`config.mk`:
```
export PLATFORM = sky130hd
export DESIGN_NAME = ysyx_2022040010_sram_arb
export DESIGN_NICKNAME = d
export VERILOG_FILES = /design/src/rtl/ysyx_2022040010_sram_arb.sv
export SDC_FILE = /design/constraint.sdc
export NUM_CORES = 1
export LEC_CHECK = 0
export BUFFER_PORTS_ARGS = -buffer_cell sky130_fd_sc_hd__buf_2
export CAP_MARGIN = 20
export CORE_AREA = 5 5 196 198
export DETAILED_ROUTE_END_ITERATION = 16
export DIE_AREA = 0 0 201 203
export PLACE_DENSITY = 0.52
export SLEW_MARGIN = 20
export SYNTH_ARGS = -nofsm -noshare
export SYNTH_HDL_FRONTEND = slang
export SYNTH_SLANG_ARGS = --single-unit
```
`constraint.sdc`:
```
create_clock -name clk -period 3.1 [get_ports clk]
set_clock_uncertainty 0.1 [all_clocks]
set_input_delay 0.62 -clock clk [delete_from_list [all_inputs] [get_ports clk]]
set_output_delay 0.62 -clock clk [all_outputs]
set_load 0.01 [all_outputs]
```
`src/rtl/ysyx_2022040010_sram_arb.sv`:
```
// rtl/ysyx_2022040010_sram_arb.sv - serialises core fetch and data SRAM accesses onto one memory bus
//
// Optional feature macro: YSYX_2022040010_ARB_IBUF_EN
//   When defined, a one-entry fetch line buffer lets a fetch that hits the
//   buffered line finish without touching the bus.
//
// Ports:
//   clk, rst           clock (rising edge) and synchronous active-low reset
//   isram_e            fetch request from the core
//   isram_addr         fetch byte address (4-byte aligned)
//   isram_rdata        fetched instruction, registered, valid from DONE
//   dsram_e            data access request from the core
//   dsram_we           1 = store, 0 = load
//   dsram_addr         data byte address
//   dsram_wdata        store data
//   dsram_sel          store byte strobes
//   dsram_rdata        load data, registered, valid from DONE
//   stall_req          core holds its request inputs stable while high
//   mem_req_valid      bus request valid, held until mem_req_ready
//   mem_req_ready      bus accepts the request
//   mem_addr           8-byte aligned bus address
//   mem_we             bus write enable
//   mem_wdata          bus write data
//   mem_wstrb          bus write strobes
//   mem_resp_valid     response beat, one per accepted request
//   mem_resp_rdata     response read data

module ysyx_2022040010_sram_arb #(
    parameter int MEM_AW = 64
) (
    input  logic              clk,
    input  logic              rst,

    input  logic              isram_e,
    input  logic [63:0]       isram_addr,
    output logic [31:0]       isram_rdata,

    input  logic              dsram_e,
    input  logic              dsram_we,
    input  logic [63:0]       dsram_addr,
    input  logic [63:0]       dsram_wdata,
    input  logic [7:0]        dsram_sel,
    output logic [63:0]       dsram_rdata,

    output logic              stall_req,

    output logic              mem_req_valid,
    input  logic              mem_req_ready,
    output logic [MEM_AW-1:0] mem_addr,
    output logic              mem_we,
    output logic [63:0]       mem_wdata,
    output logic [7:0]        mem_wstrb,
    input  logic              mem_resp_valid,
    input  logic [63:0]       mem_resp_rdata
);

    typedef enum logic [2:0] {
        IDLE   = 3'd0,
        D_REQ  = 3'd1,
        D_WAIT = 3'd2,
        I_REQ  = 3'd3,
        I_WAIT = 3'd4,
        DONE   = 3'd5
    } state_t;

    state_t state;
    state_t state_n;

    // Line-aligned forms of both request addresses.
    logic [63:0] d_line;
    logic [63:0] i_line;

    // Fetch serviced from the line buffer instead of the bus this cycle.
    logic        ibuf_hit;
    logic        ibuf_take;
    logic [63:0] ibuf_line;

    // Sub-line address bits never reach the bus; the fetch word select
    // uses isram_addr[2] directly.
    logic unused_addr_bits;
    assign unused_addr_bits = ^{isram_addr[1:0], dsram_addr[2:0]};

    assign d_line = {dsram_addr[63:3], 3'b000};
    assign i_line = {isram_addr[63:3], 3'b000};

    function automatic logic [31:0] fetch_word(input logic [63:0] line, input logic hi);
        return hi ? line[63:32] : line[31:0];
    endfunction

`ifdef YSYX_2022040010_ARB_IBUF_EN
    logic        ibuf_valid;
    logic [60:0] ibuf_tag;

    assign ibuf_hit = ibuf_valid && (ibuf_tag == isram_addr[63:3]);

    // Filled by every bus fetch; dropped by a store to the buffered line
    // at the moment the store is accepted, so a fetch following that store
    // in the same core cycle already sees the entry as invalid.
    always_ff @(posedge clk) begin
        if (!rst) begin
            ibuf_valid <= 1'b0;
            ibuf_tag   <= '0;
            ibuf_line  <= '0;
        end else if (state == I_WAIT && mem_resp_valid) begin
            ibuf_valid <= 1'b1;
            ibuf_tag   <= isram_addr[63:3];
            ibuf_line  <= mem_resp_rdata;
        end else if (state == D_REQ && mem_req_ready && dsram_we &&
                     ibuf_tag == dsram_addr[63:3]) begin
            ibuf_valid <= 1'b0;
        end
    end
`else
    assign ibuf_hit  = 1'b0;
    assign ibuf_line = '0;
`endif

    always_ff @(posedge clk) begin
        if (!rst) begin
            state <= IDLE;
        end else begin
            state <= state_n;
        end
    end

    always_comb begin
        state_n   = state;
        ibuf_take = 1'b0;
        case (state)
            IDLE: begin
                if (dsram_e) begin
                    state_n = D_REQ;
                end else if (isram_e) begin
                    if (ibuf_hit) begin
                        state_n   = DONE;
                        ibuf_take = 1'b1;
                    end else begin
                        state_n = I_REQ;
                    end
                end
            end
            D_REQ: begin
                if (mem_req_ready) begin
                    state_n = D_WAIT;
                end
            end
            D_WAIT: begin
                if (mem_resp_valid) begin
                    if (!isram_e) begin
                        state_n = DONE;
                    end else if (ibuf_hit) begin
                        state_n   = DONE;
                        ibuf_take = 1'b1;
                    end else begin
                        state_n = I_REQ;
                    end
                end
            end
            I_REQ: begin
                if (mem_req_ready) begin
                    state_n = I_WAIT;
                end
            end
            I_WAIT: begin
                if (mem_resp_valid) begin
                    state_n = DONE;
                end
            end
            DONE: begin
                state_n = IDLE;
            end
            default: begin
                state_n = IDLE;
            end
        endcase
    end

    // The IDLE term makes the stall visible in the same cycle the core
    // raises a request, before the FSM has left IDLE.
    always_comb begin
        stall_req = 1'b0;
        case (state)
            IDLE:                          stall_req = isram_e || dsram_e;
            D_REQ, D_WAIT, I_REQ, I_WAIT:  stall_req = 1'b1;
            default:                       stall_req = 1'b0;
        endcase
    end

    // Request fields are loaded only on entry to a REQ state, so they stay
    // frozen for as long as the bus withholds ready.
    always_ff @(posedge clk) begin
        if (!rst) begin
            mem_req_valid <= 1'b0;
            mem_addr      <= '0;
            mem_we        <= 1'b0;
            mem_wdata     <= '0;
            mem_wstrb     <= '0;
        end else begin
            mem_req_valid <= (state_n == D_REQ) || (state_n == I_REQ);
            if (state != D_REQ && state_n == D_REQ) begin
                mem_addr  <= d_line[MEM_AW-1:0];
                mem_we    <= dsram_we;
                mem_wdata <= dsram_wdata;
                mem_wstrb <= dsram_sel;
            end else if (state != I_REQ && state_n == I_REQ) begin
                mem_addr  <= i_line[MEM_AW-1:0];
                mem_we    <= 1'b0;
                mem_wdata <= '0;
                mem_wstrb <= '0;
            end
        end
    end

    // Read data registers: stores still consume their response beat but
    // never disturb dsram_rdata.
    always_ff @(posedge clk) begin
        if (!rst) begin
            dsram_rdata <= '0;
            isram_rdata <= '0;
        end else begin
            if (state == D_WAIT && mem_resp_valid && !dsram_we) begin
                dsram_rdata <= mem_resp_rdata;
            end
            if (state == I_WAIT && mem_resp_valid) begin
                isram_rdata <= fetch_word(mem_resp_rdata, isram_addr[2]);
            end else if (ibuf_take) begin
                isram_rdata <= fetch_word(ibuf_line, isram_addr[2]);
            end
        end
    end

endmodule

```
==> out/results.tsv <==
metric	value	unit
status	completed	
post-CTS setup buffer count	0	
combinational power share	0.260	
H-tree levels	1	
CTS tree	yes	
setup ws final	0.476	ns
drt initial violations	509	
Max Slew Vio Count	0	
FFs w/ async S/R, synth	0	
Avg WL per Cell	18.2	um
CP Data Arrival Time	1.90	ns
Core Region	36300	sq um
vias per cell	4.86	
Crit-path slowest cell	or4_1	
Required @ worst endpoint	2.38	ns
P_leak	7.02	nW
Layout Area Growth over Synthesis	38.6	%
Final Util	0.382	
total grt overflow	0	
max_slew headroom	0.495	
clock sink count	234	
crit-path cells	or4_1 -> o21a_1 -> buf_2	
Pwr Density	669	nW/um^2
gate count after technology mapping	1148	
placed inst area	13000	sq um
hold violation count in the final report	0	
Synth Register Bits	234	
Post-Route Setup TNS	0	ns
Reg power frac	0.383	
Post-synth EDFFs	0	
worst hold path type	in -> reg	
post-DP HPWL	27.0	mm
final setup fails	0	
final period utilization	0.846	
# IOs	506	
CTS Buf Count	28	
Mapped Area	10000	sq um
switch share	0.310	
drt drc	0	
final instance area	13900	sq um
dominant synthesized flop cell	dfxtp_1	
WL final	37.8	mm
Post-CTS Hold Buffers	0	
Final nets	1849	
Skew-Pair Late Insertion Delay	0.53	ns
Tot GR Track Use	0.172	
final hold slack	0.234	ns
TritonRoute pass-1 iters	5	
largest net degree at the start of global routing	124	
first-pass GRT wire length	58.1	mm
Die Height	203	um
synth unique cells	38	
Setup WS pre-CTS	0.346	ns
worst-margin pin slew	0.758	ns
layout cells sized above 1	0.360	
final RePlAce weighted congestion	0.820	
MaxCap Viol Count	0	
Synth warnings	0	
post-synthesis sequential area ratio	0.467	
root buf cell	clkbuf_16	
startpoint types	register	
top cells by area, synth	dfxtp_1 47%, nand2_1 12%, a21boi_0 8.5%	
top-count cell post-synth	nand2_1	
RSZ-0062 raised after global routing	no	
initial core utilization	0.276	
die width	201	um
sw power	2.89	mW
routed vias	10100	
Power Total	9.31	mW
vias in the first global route	10100	
internal power	6.42	mW
most frequent cells after synthesis	308 x nand2_1, 234 x dfxtp_1, 114 x a21boi_0	
initial antenna violation count	9	
die area	40800	sq um
Yosys top cell area share	0.467	
row count	70	
CP max stage delay	0.57	ns
fin crit period	2.62	ns
Fmax	381	MHz
dominant cell type by area after synthesis	dfxtp_1	
Syn Area/Cell	8.73	sq um
post_cts resized	0	
Clock Pin Slew Worst Setup and Hold Paths	0.06	ns
final std cells w/o fill	2071	
IO buf count	497	
Max VDD drop	0.344	mV
clock power share	0.357	
Critical Path End Type	output port	
clk buf depth	3	
Placed Cells	2016	
WS Path Type	reg -> out	
remaining antenna violation count after routing	0	
Max FO, Critical Path	15	
==> state kept, by name, summed over array words and instances, names as in the netlist <==
register,cells
dsram_rdata,64
isram_rdata,32
mem_addr,61
mem_req_valid,1
mem_wdata,64
mem_we,1
mem_wstrb,8
state,3
==> worst max-delay path: cells and delay by family (launching register included) <==
family	cells	cell delay, ns
simple gates	1	0.57
compound gates	1	0.19
flops	1	0.46
buf+inv	1	0.15
==> cells by family after synthesis <==
group                     after synthesis  share of synthesized area
and+or+nand+nor                       450                      0.205
buffers and inverters                 125                     0.0515
muxes                                  32                     0.0319
xor gates and xnor gates                1                   0.000874
DFF                                   234                      0.467
AOI/OAI and AO/OA                     305                      0.243
other                                   1                   0.000374
==> layout make-up <==
cell class | count | area, sq um
fillers | 3855 | 22400
well taps | 468 | 586
clock inverters | 9 | 131
repair buffers | 522 | 2820
clock buffers | 41 | 801
flip-flops and latches | 234 | 4680
diodes | 5 | 12.5
multi-input cells | 791 | 4860
inverters | 1 | 3.75
==> power groups by stage <==
stage	Sequential, mW	Clock (mW)	Combinational [mW]
finish	3.56	3.32	2.42
global route	3.61	3.56	2.63
CTS	3.56	3.42	2.46
detailed placement	3.62	0	2.45
global placement	3.61	0	2.43
floorplan	3.79	0	1.22
==> metal layers <==
layer	vias to the layer above	wire, um	global-route usage
met4	8	705	0.0450
met3	53	3290	0.0594
met1	4682	16000	0.215
met5	-	35	0
li1	4946	-	-
met2	366	17800	0.286
==> cell usage in the layout (no fill, tap or decap), types with 2 or more instances in the layout <==
cell	count
a21oi_1	4
buf_2	496
diode_2	5
nor2b_1	2
clkinv_2	2
o311a_1	61
a21boi_0	114
clkbuf_1	9
mux2i_1	32
clkinvlp_4	3
a21o_2	2
bufinv_16	3
clkbuf_8	4
buf_12	11
dfxtp_1	234
nand2b_1	3
nand2_1	308
and3_1	61
o22ai_1	73
a21boi_1	11
conb_1	3
or3_1	62
buf_4	14
nor3b_1	3
o211a_1	32
clkbuf_16	29
nor2_1	2
==> worst paths after layout <==
| kind | startpoint | end | slack [ns] | cells after the start |
|---|---|---|---|---|
| setup / recovery | state[1] | stall_req | 0.48 | 3 |
| setup reg to reg | state[1] | mem_addr[20] | 0.53 | 6 |
| hold reg to reg | dsram_rdata[60] | dsram_rdata[60] | 0.36 | 2 |
| hold / removal | dsram_sel[6] | mem_wstrb[6] | 0.23 | 3 |
Power figures use the tool's default switching activity.
